--- config.mk ---
export PLATFORM = sky130hd
export DESIGN_NAME = pid_compensator_flat
export DESIGN_NICKNAME = d
export VERILOG_FILES = /design/src/rtl/pid_compensator_if.sv /design/src/rtl/pid_compensator.sv /design/src/flat_wrapper.sv
export SDC_FILE = /design/constraint.sdc
export NUM_CORES = 1
export LEC_CHECK = 0
export CAP_MARGIN = 5
export CORE_UTILIZATION = 60
export DETAILED_ROUTE_END_ITERATION = 12
export GPL_ROUTABILITY_DRIVEN = 0
export HOLD_SLACK_MARGIN = 0.08
export PLACE_DENSITY = 0.78
export SLEW_MARGIN = 10
export SYNTH_ARGS = -nofsm -noshare
export SYNTH_HDL_FRONTEND = slang
export SYNTH_SLANG_ARGS = --single-unit
--- constraint.sdc ---
create_clock -name clk -period 8.21 [get_ports clk]
set_input_delay 1.642 -clock clk [delete_from_list [all_inputs] [get_ports clk]]
set_output_delay 1.642 -clock clk [all_outputs]
set_load 0.1 [all_outputs]
--- src/rtl/pid_compensator_if.sv ---
// Sample/error/clear inputs and duty/status outputs for the PID compensator.
// The master side drives smp/en/clr; the slave side returns duty and flags.
// The bus carries no flow control: status flags (busy, ovr) report rejected samples.
interface pid_if #(
    parameter int DW = 10
);
    logic          smp;
    logic [3:0]    en;
    logic          clr;
    logic [DW-1:0] duty;
    logic          duty_vld;
    logic          sat_hi;
    logic          sat_lo;
    logic          busy;
    logic          ovr;

    modport master (
        output smp, en, clr,
        input  duty, duty_vld, sat_hi, sat_lo, busy, ovr
    );

    modport slave (
        input  smp, en, clr,
        output duty, duty_vld, sat_hi, sat_lo, busy, ovr
    );
endinterface

--- src/rtl/pid_compensator.sv ---
// Incremental PID compensator: error history -> clamped fixed-point integrator -> duty.
// Latency: 2 clocks from an accepted smp to the duty/duty_vld update.
// No backpressure: a smp arriving while busy is dropped and latches the sticky ovr flag.
module pid_compensator #(
    parameter int              DW        = 10,
    parameter int              FRAC      = 4,
    parameter logic signed [7:0] KA      = 8'sd24,
    parameter logic signed [7:0] KB      = -8'sd20,
    parameter logic signed [7:0] KC      = 8'sd0,
    parameter int              DUTY_INIT = 512,
    parameter int              DUTY_MIN  = 32,
    parameter int              DUTY_MAX  = 992
) (
    input logic  clk,
    input logic  rst,
    pid_if.slave bus
);
    localparam int ACCW = DW + FRAC + 2;
    localparam int PW   = 14;

    // Window limits in accumulator (fixed-point) units.
    localparam logic signed [ACCW-1:0] ACC_INIT = ACCW'(DUTY_INIT << FRAC);
    localparam logic signed [ACCW-1:0] ACC_MIN  = ACCW'(DUTY_MIN << FRAC);
    localparam logic signed [ACCW-1:0] ACC_MAX  = ACCW'(DUTY_MAX << FRAC);

    typedef enum logic [1:0] {
        IDLE = 2'd0,
        CALC = 2'd1,
        UPD  = 2'd2
    } state_t;

    state_t                 state;
    state_t                 state_nxt;
    logic signed [3:0]      e0;
    logic signed [3:0]      e1;
    logic signed [3:0]      e2;
    logic signed [PW-1:0]   psum;
    logic signed [PW-1:0]   pa;
    logic signed [PW-1:0]   pb;
    logic signed [PW-1:0]   pc;
    logic signed [ACCW-1:0] acc;
    logic signed [ACCW-1:0] nxt;
    logic signed [ACCW-1:0] acc_new;
    logic                   hi_new;
    logic                   lo_new;

    function automatic logic signed [PW-1:0] sx8(input logic signed [7:0] v);
        return $signed({{(PW-8){v[7]}}, v});
    endfunction

    function automatic logic signed [PW-1:0] sx4(input logic signed [3:0] v);
        return $signed({{(PW-4){v[3]}}, v});
    endfunction

    // State register.
    always_ff @(posedge clk or posedge rst) begin
        if (rst) begin
            state <= IDLE;
        end else begin
            state <= state_nxt;
        end
    end

    // Next-state: one pass IDLE -> CALC -> UPD -> IDLE per accepted sample; clr forces IDLE.
    always_comb begin
        state_nxt = state;
        case (state)
            IDLE:    state_nxt = bus.smp ? CALC : IDLE;
            CALC:    state_nxt = UPD;
            UPD:     state_nxt = IDLE;
            default: state_nxt = IDLE;
        endcase
        if (bus.clr) begin
            state_nxt = IDLE;
        end
    end

    assign bus.busy = (state != IDLE);

    // Coefficient products; 14 bits hold the worst case of three 8x4 products.
    always_comb begin
        pa = sx8(KA) * sx4(e0);
        pb = sx8(KB) * sx4(e1);
        pc = sx8(KC) * sx4(e2);
    end

    // Integrator step with anti-windup: the accumulator itself is pinned to the window.
    always_comb begin
        nxt     = acc + $signed({{(ACCW-PW){psum[PW-1]}}, psum});
        acc_new = nxt;
        hi_new  = 1'b0;
        lo_new  = 1'b0;
        if (nxt > ACC_MAX) begin
            acc_new = ACC_MAX;
            hi_new  = 1'b1;
        end else if (nxt < ACC_MIN) begin
            acc_new = ACC_MIN;
            lo_new  = 1'b1;
        end
    end

    // Datapath: history shift on accept, psum in CALC, accumulator/duty commit in UPD.
    always_ff @(posedge clk or posedge rst) begin
        if (rst) begin
            e0           <= '0;
            e1           <= '0;
            e2           <= '0;
            psum         <= '0;
            acc          <= ACC_INIT;
            bus.duty     <= DW'(DUTY_INIT);
            bus.duty_vld <= 1'b0;
            bus.sat_hi   <= 1'b0;
            bus.sat_lo   <= 1'b0;
            bus.ovr      <= 1'b0;
        end else if (bus.clr) begin
            e0           <= '0;
            e1           <= '0;
            e2           <= '0;
            acc          <= ACC_INIT;
            bus.duty     <= DW'(DUTY_INIT);
            bus.duty_vld <= 1'b0;
            bus.sat_hi   <= 1'b0;
            bus.sat_lo   <= 1'b0;
            bus.ovr      <= 1'b0;
        end else begin
            bus.duty_vld <= 1'b0;
            if (bus.smp && state != IDLE) begin
                bus.ovr <= 1'b1;
            end
            case (state)
                IDLE: begin
                    if (bus.smp) begin
                        e2 <= e1;
                        e1 <= e0;
                        e0 <= $signed(bus.en);
                    end
                end
                CALC: begin
                    psum <= pa + pb + pc;
                end
                UPD: begin
                    acc          <= acc_new;
                    bus.duty     <= acc_new[FRAC +: DW];
                    bus.sat_hi   <= hi_new;
                    bus.sat_lo   <= lo_new;
                    bus.duty_vld <= 1'b1;
                end
                default: ;
            endcase
        end
    end
endmodule

--- src/flat_wrapper.sv ---
// flat-port wrapper written by rule: the top's interface ports become plain ports
module pid_compensator_flat 
#(
    parameter int              DW        = 10,
    parameter int              FRAC      = 4,
    parameter logic signed [7:0] KA      = 8'sd24,
    parameter logic signed [7:0] KB      = -8'sd20,
    parameter logic signed [7:0] KC      = 8'sd0,
    parameter int              DUTY_INIT = 512,
    parameter int              DUTY_MIN  = 32,
    parameter int              DUTY_MAX  = 992
)
  (clk, rst, bus_smp, bus_en, bus_clr, bus_duty, bus_duty_vld, bus_sat_hi, bus_sat_lo, bus_busy, bus_ovr);
  pid_if #(.DW(DW)) bus_i ();
  input logic clk;
  input logic rst;
  input wire logic [$bits(bus_i.smp)-1:0] bus_smp;
  input wire logic [$bits(bus_i.en)-1:0] bus_en;
  input wire logic [$bits(bus_i.clr)-1:0] bus_clr;
  output wire logic [$bits(bus_i.duty)-1:0] bus_duty;
  output wire logic [$bits(bus_i.duty_vld)-1:0] bus_duty_vld;
  output wire logic [$bits(bus_i.sat_hi)-1:0] bus_sat_hi;
  output wire logic [$bits(bus_i.sat_lo)-1:0] bus_sat_lo;
  output wire logic [$bits(bus_i.busy)-1:0] bus_busy;
  output wire logic [$bits(bus_i.ovr)-1:0] bus_ovr;
  assign bus_i.smp = bus_smp;
  assign bus_i.en = bus_en;
  assign bus_i.clr = bus_clr;
  assign bus_duty = bus_i.duty;
  assign bus_duty_vld = bus_i.duty_vld;
  assign bus_sat_hi = bus_i.sat_hi;
  assign bus_sat_lo = bus_i.sat_lo;
  assign bus_busy = bus_i.busy;
  assign bus_ovr = bus_i.ovr;
  pid_compensator #(.DW(DW), .FRAC(FRAC), .KA(KA), .KB(KB), .KC(KC), .DUTY_INIT(DUTY_INIT), .DUTY_MIN(DUTY_MIN), .DUTY_MAX(DUTY_MAX)) u_core (.clk(clk), .rst(rst), .bus(bus_i));
endmodule
==> Yosys cells after proc, flatten, opt, wreduce, memory -nomap -nowiden <==
Cells that the tools add are included.
{ "op_classes": {"mux": 26, "multipliers": 2, "bitwise": 1, "div_mod_pow": 0, "order_cmp": 2, "n_eq_ne": 2, "reduce_logical": 9, "add_sub_neg": 2, "n_shift": 0} }
{ "ops": {"columns": ["operator", "count"], "rows": [
  ["2-to-1 mux 16 bit", 4],
  ["2-to-1 mux 4 bit", 6],
  ["2-to-1 mux 10 bit", 2],
  ["adder 16 x 14 -> 16 bit", 1],
  ["greater-than comparator 16 x 15 -> 1 bit (second input constant)", 1],
  ["less-than comparator 16 x 11 -> 1 bit (second input constant)", 1],
  ["adder 14 bit", 1],
  ["2-to-1 mux 1 bit", 12],
  ["nonzero test 2 bit", 5],
  ["multiplier 4 x 4 -> 8 bit (first input constant)", 1],
  ["multiplier 3 x 4 -> 7 bit (first input constant)", 1],
  ["case mux 2 bit (2 select lines)", 1],
  ["AND reduction 2 bit", 2],
  ["== test 2 x 1 -> 1 bit (second input constant)", 1],
  ["== test 2 bit (second input constant)", 1],
  ["zero test 2 bit", 1],
  ["2-to-1 mux 2 bit", 1],
  ["logical AND 1 bit", 1],
  ["NOT 1 bit", 1]
]} }
{ "totals": {"mem_count": 0, "inputBits": 8, "output_inout_bits": 15, "wordCells": 54, "romBits": 0, "ram_bits": 0, "latchBits": 0, "ff_bits": 54} }

==> Logic depth before layout (Yosys ltp) <==
{ "depth": {"depth_word": 6, "ltp_mapped": 14} }

==> Worst setup path after synthesis <==
No wires, ideal clock.
{ "synth_timing": {"kind": "register -> register", "startpoint": "reg u_core.acc[2]", "endpoint": "reg u_core.acc[14]", "slack_ns": 4.882, "path_buffers": 0, "setup_ns": 0.069, "arrival_time_ns": 3.260, "path_stages_with_launch": 12, "cell_sequence": "dfrtp_1 > ha_1 > fa_1 > a21oi_1 > o22ai_1 > or4b_1 > o211ai_1 > nand4b_1 > nor4_1 > ha_1 > nor3_1 > a32o_1"} }
{ "synth_between": {"elab_chain_cells": 6, "elab_cells_between_ends": 7, "cone_classes": "add/sub: 1; order compare: 2; mux: 4"} }
{ "synth_rtl": {"columns": ["element", "line_no", "rtl"], "rows": [
  ["start, declared", "pid_compensator.sv:41", "logic signed [ACCW-1:0] acc;"],
  ["start signal, assigned", "pid_compensator.sv:142", "acc <= acc_new;"],
  ["adder 16 x 14 -> 16 bit (*)", "pid_compensator.sv:89", "nxt = acc + $signed({{(ACCW-PW){psum[PW-1]}}, psum});"],
  ["less-than comparator 16 x 11 -> 1 bit", "pid_compensator.sv:96", "end else if (nxt < ACC_MIN) begin"],
  ["2-to-1 mux 16 bit", "pid_compensator.sv:96", null],
  ["2-to-1 mux 16 bit (*)", "pid_compensator.sv:93", "if (nxt > ACC_MAX) begin"],
  ["2-to-1 mux 16 bit (*)", "pid_compensator.sv:130", "case (state)"],
  ["2-to-1 mux 16 bit (*)", "pid_compensator.sv:115", "end else if (bus.clr) begin"]
]} }
Every way passes the cells marked *; elsewhere a longest branch is shown, timed or not. The select of a mux whose other input is x is not followed.
A chain may end at the register's enable or synchronous reset.

==> Final worst setup path <==
{ "layout_timing": {"startpoint": "reg u_core.acc[2]", "endpoint": "reg u_core.bus.duty[2]"} }
{ "layout_between": {"elab_chain_cells": 6, "elab_cells_between_ends": 7, "cone_classes": "add/sub: 1; order compare: 2; mux: 4"} }
{ "layout_rtl": {"columns": ["element", "line_no", "rtl"], "rows": [
  ["adder 16 x 14 -> 16 bit (*)", "pid_compensator.sv:89", null],
  ["less-than comparator 16 x 11 -> 1 bit", "pid_compensator.sv:96", null],
  ["2-to-1 mux 16 bit", "pid_compensator.sv:96", null],
  ["2-to-1 mux 16 bit (*)", "pid_compensator.sv:93", null],
  ["2-to-1 mux 10 bit (*)", "pid_compensator.sv:130", null],
  ["2-to-1 mux 10 bit (*)", "pid_compensator.sv:115", null],
  ["end signal, assigned", "pid_compensator.sv:110", "bus.duty <= DW'(DUTY_INIT);"],
  ["end signal, assigned", "pid_compensator.sv:120", "bus.duty <= DW'(DUTY_INIT);"],
  ["end signal, assigned", "pid_compensator.sv:143", "bus.duty <= acc_new[FRAC +: DW];"],
  ["end, declared", "pid_compensator_if.sv:24", "output duty, duty_vld, sat_hi, sat_lo, busy, ovr"]
]} }
Marked as above.

==> results.md <==
* Reg2Reg Setup Slack at 4.24 ns
* HP Class: flop to flop
* Syn_nets at about 390
* Final Power at 0.000670 W
* Vias at between 2000 and 2500
* Nets at 405
* Final setup violation count at 0
* Critical Path Fanout Max at 8
* Final Max Slew Viols at 0
* DR iter-0 viols at 167
* DP Wirelength at between 4000 and 5000 um
* Die H at about 74 um
* R2R Path End: u_core.bus.duty[2]
* Layout cell share with drive strength beyond 1 at 0.0457
* Top cells by area, synth: dfrtp_1 (31%), ha_1 (17%), nand2_1 (4.8%)
* Async S/R FF share, synth at 1.00
* Reg2reg start: u_core.acc[2]
* Post-CTS Setup Bufs at 0
* Most instantiated cells after synthesis: ha_1 (42), nand2_1 (40), dfrtp_1 (39)
* Clock latency on the worst-skew pair at 0.29 ns
* Synth top area share at 0.314
* Gates resized, CTS repair at 0
* Count of hold buffers inserted by post-cts repair at 0
* CTS clk-pin slew, worst paths at about 0.080 ns
* Mean post-synth cell area at 9.19 um2
* Total negative setup slack at 0 ns
* GR Util met2 at 0.444
* CP most frequent cell: ha_1
* P_leak at 1.73 nW
* Area Overhead vs Synth at 10.2%
* Critical path required time at 8.43 ns
* Routed Antenna Nets at 0
* Syn. warnings at 0
* Core footprint at 4850 um2
* Number of global-route vias before repair at 2320
* Post-layout util at 0.706
* Final worst path period share at 0.484
* WS Path Type: flop to flop
* Synth Flop Type: dfrtp_1
* Worst Setup SP: u_core.acc[2]
* Post-synth top area cell: dfrtp_1
* Number of enable flip-flop cells after synthesis at 0
* CP endpoint: u_core.bus.duty[2]
* Slew @ Worst Pin at 0.969 ns
* Gate Count Post-Synth at 338
* Final hold violation count at 0
* Final min period at around 4 ns
* Total GRT Usage at 0.256
* Worst setup SP type: flop
* Final cell count without fillers at 417
* Largest net degree at the start of global routing at 41
* Status: finished clean
* Setup Skew at 0.0141 ns
* Worst Slack Setup Final at 4.24 ns
* Worst Path Arrival at 4.19 ns
* Placed insts at 409
* Num CTS Buffers at 5
* Peak supply drop at 0.126 mV
* Max cap viols at 0
* GR Util met1 at 0.329
* FF+latch count, synth at 40
* Drc violations at 0
* Setup crit end kind: flop
* Die Wd at 74.0 um
* Max stage delay cell, worst path: nor3_1
* Detailed Routing Iterations Pass 1 at 4
* Relative slew slack at 0.349
* GR peak layer: met2
* RSZ-0062 raised after global routing: false
* Fillers at ~400
* Clock H-tree levels at 2
* Vias/cell at 5.93
* Routed len/inst at 15.0 um
* Num ports at 23
* # rows at 25
* Post-Syn Area at 3110 um2
* Multi-input combinational cell area at 1910 um2
* CTS Root Cell: clkbuf_8
* Netlist cell types at 50
* First-pass GRT wire length at 10600 um
* Seq/Total Area, Yosys at 0.323
* Dpl ws at roughly 4.1 ns
* R2R depth at 11
* CTS sink count at 40
* Fmax at about 250 MHz
* Pwr/cell area at 196 nW/um2
* N_diodes at 0
* Sequential cell area at 1000 um2
* Clock tree buffer depth at 2
* CTS tree: done
* Routed WL at 6250 um
* M3 GR Usage at 0.0366
* Top-count cell post-synth: ha_1
* Total global routing overflow at 0
* Port Buffers at 22
* Slowest cell delay on critical path at a little over 0.8 ns
* DIE AREA at about 5500 um2
* Starting Density at 0.641
* Initial antenna violation count at 0
* CP Cell Sequence: ha_1 > fa_1 > a21oi_1 > o22ai_1 > or4b_1 > o211ai_1 > nand4b_1 > nor4_1 > ha_1 > nor3_1 > a32o_1
-- worst min-delay path by stage --
stage | from | end | slack, ns | cells after the start
3_3_place_gp | u_core.bus.sat_hi | u_core.bus.sat_hi | 0.47 | 2
5_1_grt | u_core.bus.sat_hi | u_core.bus.sat_hi | 0.52 | 2
6_report | u_core.bus.sat_hi | u_core.bus.sat_hi | 0.49 | 2
4_1_cts | u_core.bus.sat_hi | u_core.bus.sat_hi | 0.49 | 2
2_1_floorplan | u_core.psum[2] | u_core.psum[2] | 0.45 | 2
3_5_place_dp | u_core.bus.sat_hi | u_core.bus.sat_hi | 0.47 | 2
-- routing by layer --
| layer | share of wire | wire length [um] |
|---|---|---|
| met1 | 0.45 | 2800 |
| met5 | 0 | 0 |
| met3 | 0.040 | 249 |
| met2 | 0.50 | 3140 |
| met4 | 0.011 | 69 |
-- where the power goes --
| group | internal [W] | switching [W] | leakage (nW) |
|---|---|---|---|
| sequential | 0.000217 | 0.0000179 | 0.533 |
| clock | 0.000122 | 0.0000683 | 0.0654 |
| combinational | 0.0000867 | 0.000158 | 1.13 |
| total | 0.000425 | 0.000245 | 1.73 |
-- per-stage QoR --
stage / hold slack (ns) / area (um2)
5_1_grt: 0.520 / 3420
2_1_floorplan: 0.450 / 3110
3_3_place_gp: 0.466 / 3290
4_1_cts: 0.492 / 3420
3_5_place_dp: 0.474 / 3290
6_report: 0.489 / 3420
-- final cells by class --
cell class	instances	area share
well taps	67	0.0245
clock buffers	6	0.0212
clock inverters	2	0.0175
inverters	18	0.0197
multi-input cells	261	0.558
repair buffers	23	0.0665
flip-flops and latches	40	0.293
-- cell usage in the layout (no fill, tap or decap), types with 9 or more instances in the layout --
cell             instances
a21o_1                  11
dfrtp_1                 39
a21oi_1                 22
ha_1                    42
xor2_1                   9
nor2_1                  27
o21ai_0                 18
xnor2_1                 13
inv_1                   17
nand2_1                 40
clkdlybuf4s50_1         22
-- logic make-up (layout without fill, tap and decap cells) --
family | after synthesis | after routing | synth area share
simple gates | 109 | 109 | 0.168
compound gates | 81 | 81 | 0.174
fa+ha+maj | 48 | 48 | 0.208
flops | 40 | 40 | 0.323
buf+inv | 37 | 49 | 0.0628
xor+xnor | 22 | 22 | 0.0620
mux | 1 | 1 | 0.00322
-- state kept, by name (all words and copies together) (netlist names) --
signal               count
u_core.bus.duty_vld      1
u_core.state             2
u_core.e1                4
u_core.bus.ovr           1
u_core.psum             12
u_core.bus.duty          9
u_core.bus.sat_lo        1
u_core.acc               5
u_core.e0                4
u_core.bus.sat_hi        1
-- critical path: cells and delay by family, from the launching register on --
family	cells	cell delay [ns]
simple gates	4	1.67
fa+ha+maj	3	0.98
compound gates	4	0.88
flops	1	0.38
No activity file was read; power rests on OpenSTA's default activity.
